File: src/rtl/wb_port_arbiter_pkg.sv
// Shared types and default sizing for the Wishbone-style port arbiter.
package wb_port_arbiter_pkg;

  typedef enum logic [0:0] {
    ARB  = 1'b0,
    LOCK = 1'b1
  } arb_state_e;

  localparam int DEF_INPUTS = 4;
  localparam int DEF_DW     = 32;

endpackage

File: src/rtl/wb_port_arbiter_and_or_mux.sv
// One-hot select AND-OR multiplexer: every lane is masked by its select bit and ORed.
module and_or_mux #(
  parameter int INPUTS = 4,
  parameter int DW     = 32
) (
  input  logic [INPUTS-1:0]    sel,
  input  logic [INPUTS*DW-1:0] in_data,
  output logic [DW-1:0]        out_data
);

  // Mask each lane with its select bit and merge
  always_comb begin
    out_data = {DW{1'b0}};
    for (int i = 0; i < INPUTS; i++) begin
      out_data = out_data | (in_data[i*DW +: DW] & {DW{sel[i]}});
    end
  end

endmodule

File: src/rtl/wb_port_arbiter.sv
// Round-robin arbiter sharing one registered output port among INPUTS requesters.
// Optional multi-beat locking is enabled by defining WB_ARB_LOCK_EN.
module wb_port_arbiter
  import wb_port_arbiter_pkg::*;
#(
  parameter int INPUTS = DEF_INPUTS,
  parameter int DW     = DEF_DW,
  localparam int SW    = $clog2(INPUTS)
) (
  input  logic                 clk,
  input  logic                 rst_n,
  input  logic [INPUTS-1:0]    in_valid,
  input  logic [INPUTS-1:0]    in_last,
  input  logic [INPUTS*DW-1:0] in_data,
  output logic [INPUTS-1:0]    in_ready,
  output logic                 out_valid,
  output logic                 out_last,
  output logic [DW-1:0]        out_data,
  output logic [SW-1:0]        out_src,
  input  logic                 out_ready
);

  logic [SW-1:0]     ptr_r;
  logic [SW-1:0]     ptr_nxt_s;
  logic [SW-1:0]     rr_cand_s;
  logic [SW-1:0]     rr_idx_s;
  logic              rr_found_s;
  logic [SW-1:0]     gidx_s;
  logic              found_s;
  logic [INPUTS-1:0] grant_s;
  logic              can_load_s;
  logic              accept_s;
  logic              acc_last_s;
  logic [DW-1:0]     mux_data_s;

  function automatic logic [SW-1:0] wrap_inc(input logic [SW-1:0] idx);
    if (int'(idx) == INPUTS - 1) begin
      return {SW{1'b0}};
    end else begin
      return idx + SW'(1);
    end
  endfunction

  // Round-robin search: first valid requester at or after ptr, wrapping to 0
  always_comb begin
    rr_idx_s   = {SW{1'b0}};
    rr_found_s = 1'b0;
    rr_cand_s  = {SW{1'b0}};
    for (int k = 0; k < INPUTS; k++) begin
      rr_cand_s = SW'((int'(ptr_r) + k) % INPUTS);
      if (!rr_found_s && in_valid[rr_cand_s]) begin
        rr_found_s = 1'b1;
        rr_idx_s   = rr_cand_s;
      end else begin
        rr_found_s = rr_found_s;
      end
    end
  end

`ifdef WB_ARB_LOCK_EN
  arb_state_e    state_r;
  arb_state_e    state_nxt_s;
  logic [SW-1:0] lk_r;
  logic [SW-1:0] lk_nxt_s;

  // Grant source: round-robin in ARB, forced to the locked requester in LOCK
  always_comb begin
    gidx_s  = rr_idx_s;
    found_s = rr_found_s;
    case (state_r)
      ARB: begin
        gidx_s  = rr_idx_s;
        found_s = rr_found_s;
      end
      LOCK: begin
        gidx_s  = lk_r;
        found_s = in_valid[lk_r];
      end
      default: begin
        gidx_s  = rr_idx_s;
        found_s = rr_found_s;
      end
    endcase
  end

  // Next-state: enter LOCK on a non-last beat, release on the locked requester's last beat
  always_comb begin
    state_nxt_s = state_r;
    lk_nxt_s    = lk_r;
    ptr_nxt_s   = ptr_r;
    case (state_r)
      ARB: begin
        if (accept_s && acc_last_s) begin
          ptr_nxt_s = wrap_inc(gidx_s);
        end else if (accept_s) begin
          state_nxt_s = LOCK;
          lk_nxt_s    = gidx_s;
        end else begin
          state_nxt_s = ARB;
        end
      end
      LOCK: begin
        if (accept_s && acc_last_s) begin
          state_nxt_s = ARB;
          ptr_nxt_s   = wrap_inc(lk_r);
        end else begin
          state_nxt_s = LOCK;
        end
      end
      default: begin
        state_nxt_s = ARB;
      end
    endcase
  end

  // Arbitration state and lock index registers
  always_ff @(posedge clk or negedge rst_n) begin
    if (!rst_n) begin
      state_r <= ARB;
      lk_r    <= {SW{1'b0}};
    end else begin
      state_r <= state_nxt_s;
      lk_r    <= lk_nxt_s;
    end
  end
`else
  assign gidx_s  = rr_idx_s;
  assign found_s = rr_found_s;

  // Without locking every accepted beat moves the pointer past its source
  always_comb begin
    ptr_nxt_s = ptr_r;
    if (accept_s) begin
      ptr_nxt_s = wrap_inc(gidx_s);
    end else begin
      ptr_nxt_s = ptr_r;
    end
  end
`endif

  assign grant_s    = found_s ? (INPUTS'(1) << gidx_s) : {INPUTS{1'b0}};
  assign can_load_s = rst_n & (~out_valid | out_ready);
  assign in_ready   = grant_s & {INPUTS{can_load_s}};
  assign accept_s   = found_s & can_load_s;
  assign acc_last_s = in_last[gidx_s];

  and_or_mux #(
    .INPUTS (INPUTS),
    .DW     (DW)
  ) u_mux (
    .sel      (grant_s),
    .in_data  (in_data),
    .out_data (mux_data_s)
  );

  // Round-robin pointer register
  always_ff @(posedge clk or negedge rst_n) begin
    if (!rst_n) begin
      ptr_r <= {SW{1'b0}};
    end else begin
      ptr_r <= ptr_nxt_s;
    end
  end

  // Output beat register: load on input transfer, clear on a drain with nothing new
  always_ff @(posedge clk or negedge rst_n) begin
    if (!rst_n) begin
      out_valid <= 1'b0;
      out_last  <= 1'b0;
      out_data  <= {DW{1'b0}};
      out_src   <= {SW{1'b0}};
    end else if (accept_s) begin
      out_valid <= 1'b1;
      out_last  <= acc_last_s;
      out_data  <= mux_data_s;
      out_src   <= gidx_s;
    end else if (out_ready) begin
      out_valid <= 1'b0;
    end else begin
      out_valid <= out_valid;
    end
  end

endmodule
File: config.mk
export PLATFORM = sky130hd
export DESIGN_NAME = wb_port_arbiter
export DESIGN_NICKNAME = d
export VERILOG_FILES = /design/src/rtl/wb_port_arbiter_pkg.sv /design/src/rtl/wb_port_arbiter_and_or_mux.sv /design/src/rtl/wb_port_arbiter.sv
export SDC_FILE = /design/constraint.sdc
export NUM_CORES = 1
export LEC_CHECK = 0
export ABC_CLOCK_PERIOD_IN_PS = 2750
export CORE_MARGIN = 10
export CORE_UTILIZATION = 35
export CTS_BUF_LIST = sky130_fd_sc_hd__clkbuf_8
export CTS_CLUSTER_SIZE = 14
export DETAILED_ROUTE_END_ITERATION = 10
export GPL_TIMING_DRIVEN = 1
export PLACE_DENSITY = 0.82
export SLEW_MARGIN = 20
export SYNTH_ARGS = -nofsm -noshare
export SYNTH_HDL_FRONTEND = slang
export SYNTH_HIERARCHICAL = 1
export SYNTH_SLANG_ARGS = --single-unit
File: constraint.sdc
create_clock -name clk -period 2.75 [get_ports clk]
set_input_delay 0.55 -clock clk [delete_from_list [all_inputs] [get_ports clk]]
set_output_delay 0.55 -clock clk [all_outputs]
set_load 0.01 [all_outputs]
==> flow_summary.ini <==
[finish]
area_growth_syn_to_layout_pct = 83.18
fin_util = 0.6533
finalNonFillerCells = 566
antenna_cells = 0
nNetsFinal = 628
drive_above_1_share = 0.08436

[logic_synthesis]
synth_enable_flop_cells = 0
ys.flop_type = dfrtp_1
postSynthCellCount = 297
ys_ff_latch = 38
synthArstFlopShare = 1.000
netlist_area_um2 = 2410
synth_fa_ha_area_frac = 0.02077
synth-simple-area-share = 0.2700
syn_avg_cell_area_um2 = 8.114
synth_area_leaders = dfrtp_1 (39%), nand2_1 (21%), a22oi_1 (20%)
yosysMostFrequentCell = nand2_1
synth_compound_area_frac = 0.2274
synth_xor_area_frac = 0
synth_top_family_by_area = simple AND/OR/NAND/NOR gates
ys_warn_count = 6
yosys.area.top_type_share = 0.3946
ys_types = 26
synth_top_area_cell = dfrtp_1
seq_area_frac_synth = 0.3946
syn-num-nets = 440
muxShareOfSynthArea = 0.008307
ys_top_cells_by_count = nand2_1 (138), a22oi_1 (64), dfrtp_1 (38)

[pwr]
ir_worst_vdd_v = 0.0003497
seqPwrFrac = 0.295
p_sw_mw = 1.104
p_sw_frac = 0.3690
powerDensity_nw_per_um2 = 677.6
clockPowerShare = 0.131
totalPowerFinal_mw = 2.991
combPwrFrac = 0.574
p_leak_nw = 2.046
internal_power_mw = 1.887

[worst_setup_path]
start_kind = primary input
max_stage_delay_ns = 0.29
crit_chain = dlygate4sd2_1 > nand2b_1 > a211oi_2 > nor2_2 > buf_4 > ha_1 > and2_1 > dlygate4sd2_1
crit_fanout = 4
path_common_cell = dlygate4sd2_1
cp.required_ns = 2.20
rr_worst_depth = 11
path_class = in2out
slowest_stage = dlygate4sd2_1
end_kind = output pin
cp.arrival_ns = 2.07

[sta]
finClkSkew_ns = 0.008301
max_freq_mhz = 382.4
min_period_ns = 2.615
rsz0062_at_grt = no
fin_crit_sh = 0.9510
layout_setup_ws_ns = 0.1348
tightest_slew_ns = 0.4946
maxSlewHeadroom = 0.6702
finalSetupViolCount = 0
final_max_slew_viol_count = 0
hold_viol = 0

[cts]
cts.clk_slew.worst_paths_ns = 0.08
ctsHoldBuffers = 0
ctsHtreeMaxLevel = 2
tritoncts = done
clock_path_buffers = 2
clock-sinks = 38
clk_latency_ns = 0.28
cts_buffers = 5
cts-root-buf = clkbuf_8

[global_routing]
grtUsageTotal = 0.1794
gr-usage-met1 = 0.1903
antenna_found_initial = 0
use_met3 = 0.08445
grtUsageMet2 = 0.3164
grt_pass1_wl_um = 15320
grt_max_degree = 41
grt.busiest_layer = met2
gr-total-overflow = 0
first_global_vias = 3094

[worst_hold_path]
hp-class = in2async

[routing]
wire_per_inst_um = 17.10
routed_via_density = 5.030
wl_um = 9681
drc = 0
antenna_left = 0
drt_iter0_drc = 102
firstDrtPassIters = 4
detailroute.via_count = 2847

[run_status]
outcome = complete, no violations

[die]
rows = 30
die_h_um = 103.0
ios = 179
coreArea_um2 = 6756
fp.dieArea_um2 = 10600
die_w_um = 103.0
initial_core_util = 0.3567

[place]
io_buffers = 178
dp_slack_ns = -0.3664
gp_congestion = 0.7762
hpwl_um = 7928
dp.cells = 556

[job]
maxCapViolCount = 0
-- what timing repair did --
item,4_1_cts,5_1_grt
endpoints found under the setup margin,4,4
setup buffers,2,0
resized for setup,12,2
pin swaps,2,0
-- worst max-delay path: cells and delay by family --
| family | cells | cell delay (ns) |
|---|---|---|
| simple gates | 3 | 0.38 |
| compound gates | 1 | 0.24 |
| fa+ha+maj | 1 | 0.20 |
| buf+inv | 3 | 0.70 |
-- registers in the layout (all words and copies together) (netlist names) --
| register | count |
|---|---|
| out_data | 32 |
| ptr_r | 2 |
| out_last | 1 |
| out_src | 2 |
| out_valid | 1 |
-- power groups by stage --
| stage | Combinational [mW] | Sequential [mW] | Clock [mW] |
|---|---|---|---|
| final | 1.72 | 0.883 | 0.392 |
| after global routing | 1.89 | 0.913 | 0.442 |
| after CTS | 1.74 | 0.884 | 0.414 |
| after detailed placement | 1.72 | 0.892 | 0 |
| after global placement | 1.68 | 0.878 | 0 |
| after floorplan | 0.750 | 0.979 | 0 |
-- routing by layer --
metal | share of wire | up-vias | wire length, µm
met3 | 0.12 | 10 | 1182
met5 | 0 | - | 0
met2 | 0.50 | 114 | 4799
li1 | - | 1400 | -
met1 | 0.37 | 1323 | 3585
met4 | 0.012 | 0 | 114
-- per-stage QoR --
stage | hold WS (ns) | setup TNS, ns | instance area, µm²
CTS | 0.3660 | 0 | 4408
detailed placement | 0.4619 | -3.519 | 4287
global route | 0.3920 | 0 | 4414
floorplan | 0.2544 | 0 | 2410
finish | 0.3584 | 0 | 4414
global placement | 0.4570 | -1.037 | 4287
-- kinds of logic (layout without fill, tap and decap cells) --
family	count (synthesis)	after routing
adders and majority gates	4	4
AOI/OAI and AO/OA	72	72
DFF	38	38
muxes	2	2
and+or+nand+nor	159	159
buffers and inverters	22	211
-- layout by cell type, fill, tap and decap left out, types with 2 or more instances in the layout --
master / Yosys / final
dlygate4sd2_1: 0 / 6
clkbuf_8: 0 / 6
nor2_1: 4 / 3
ha_1: 4 / 4
inv_1: 2 / 2
and2_1: 8 / 8
clkdlybuf4s50_1: 0 / 169
mux2i_1: 2 / 2
buf_4: 3 / 21
dfrtp_1: 38 / 38
nand2_1: 138 / 138
a22oi_1: 64 / 64
buf_12: 0 / 2
nand2b_1: 3 / 3
-- worst paths after layout --
check | startpoint | endpoint | slack, ns
setup / recovery | in_valid[3] | in_ready[3] | 0.13
hold / removal | rst_n | out_data[8]$_DFFE_PN0P_ | 0.36
setup reg to reg | ptr_r[0]$_DFFE_PN0P_ | out_data[20]$_DFFE_PN0P_ | 0.56
hold reg to reg | out_data[31]$_DFFE_PN0P_ | out_data[31]$_DFFE_PN0P_ | 0.47
max in group asynchronous | rst_n | out_data[28]$_DFFE_PN0P_ | 2.05
min in group clk | out_data[31]$_DFFE_PN0P_ | out_data[31]$_DFFE_PN0P_ | 0.47
-- area by class of cell --
| class | instances | area [µm²] |
|---|---|---|
| fill | 574 | 2342 |
| timing repair buffer | 201 | 1969 |
| multi-input combinational | 237 | 1291 |
| sequential | 38 | 950.9 |
| tap | 80 | 100.1 |
| clock buffer | 6 | 82.58 |
| clock inverter | 2 | 12.51 |
| inverter | 2 | 7.507 |
(Power assumes the default switching activity.)
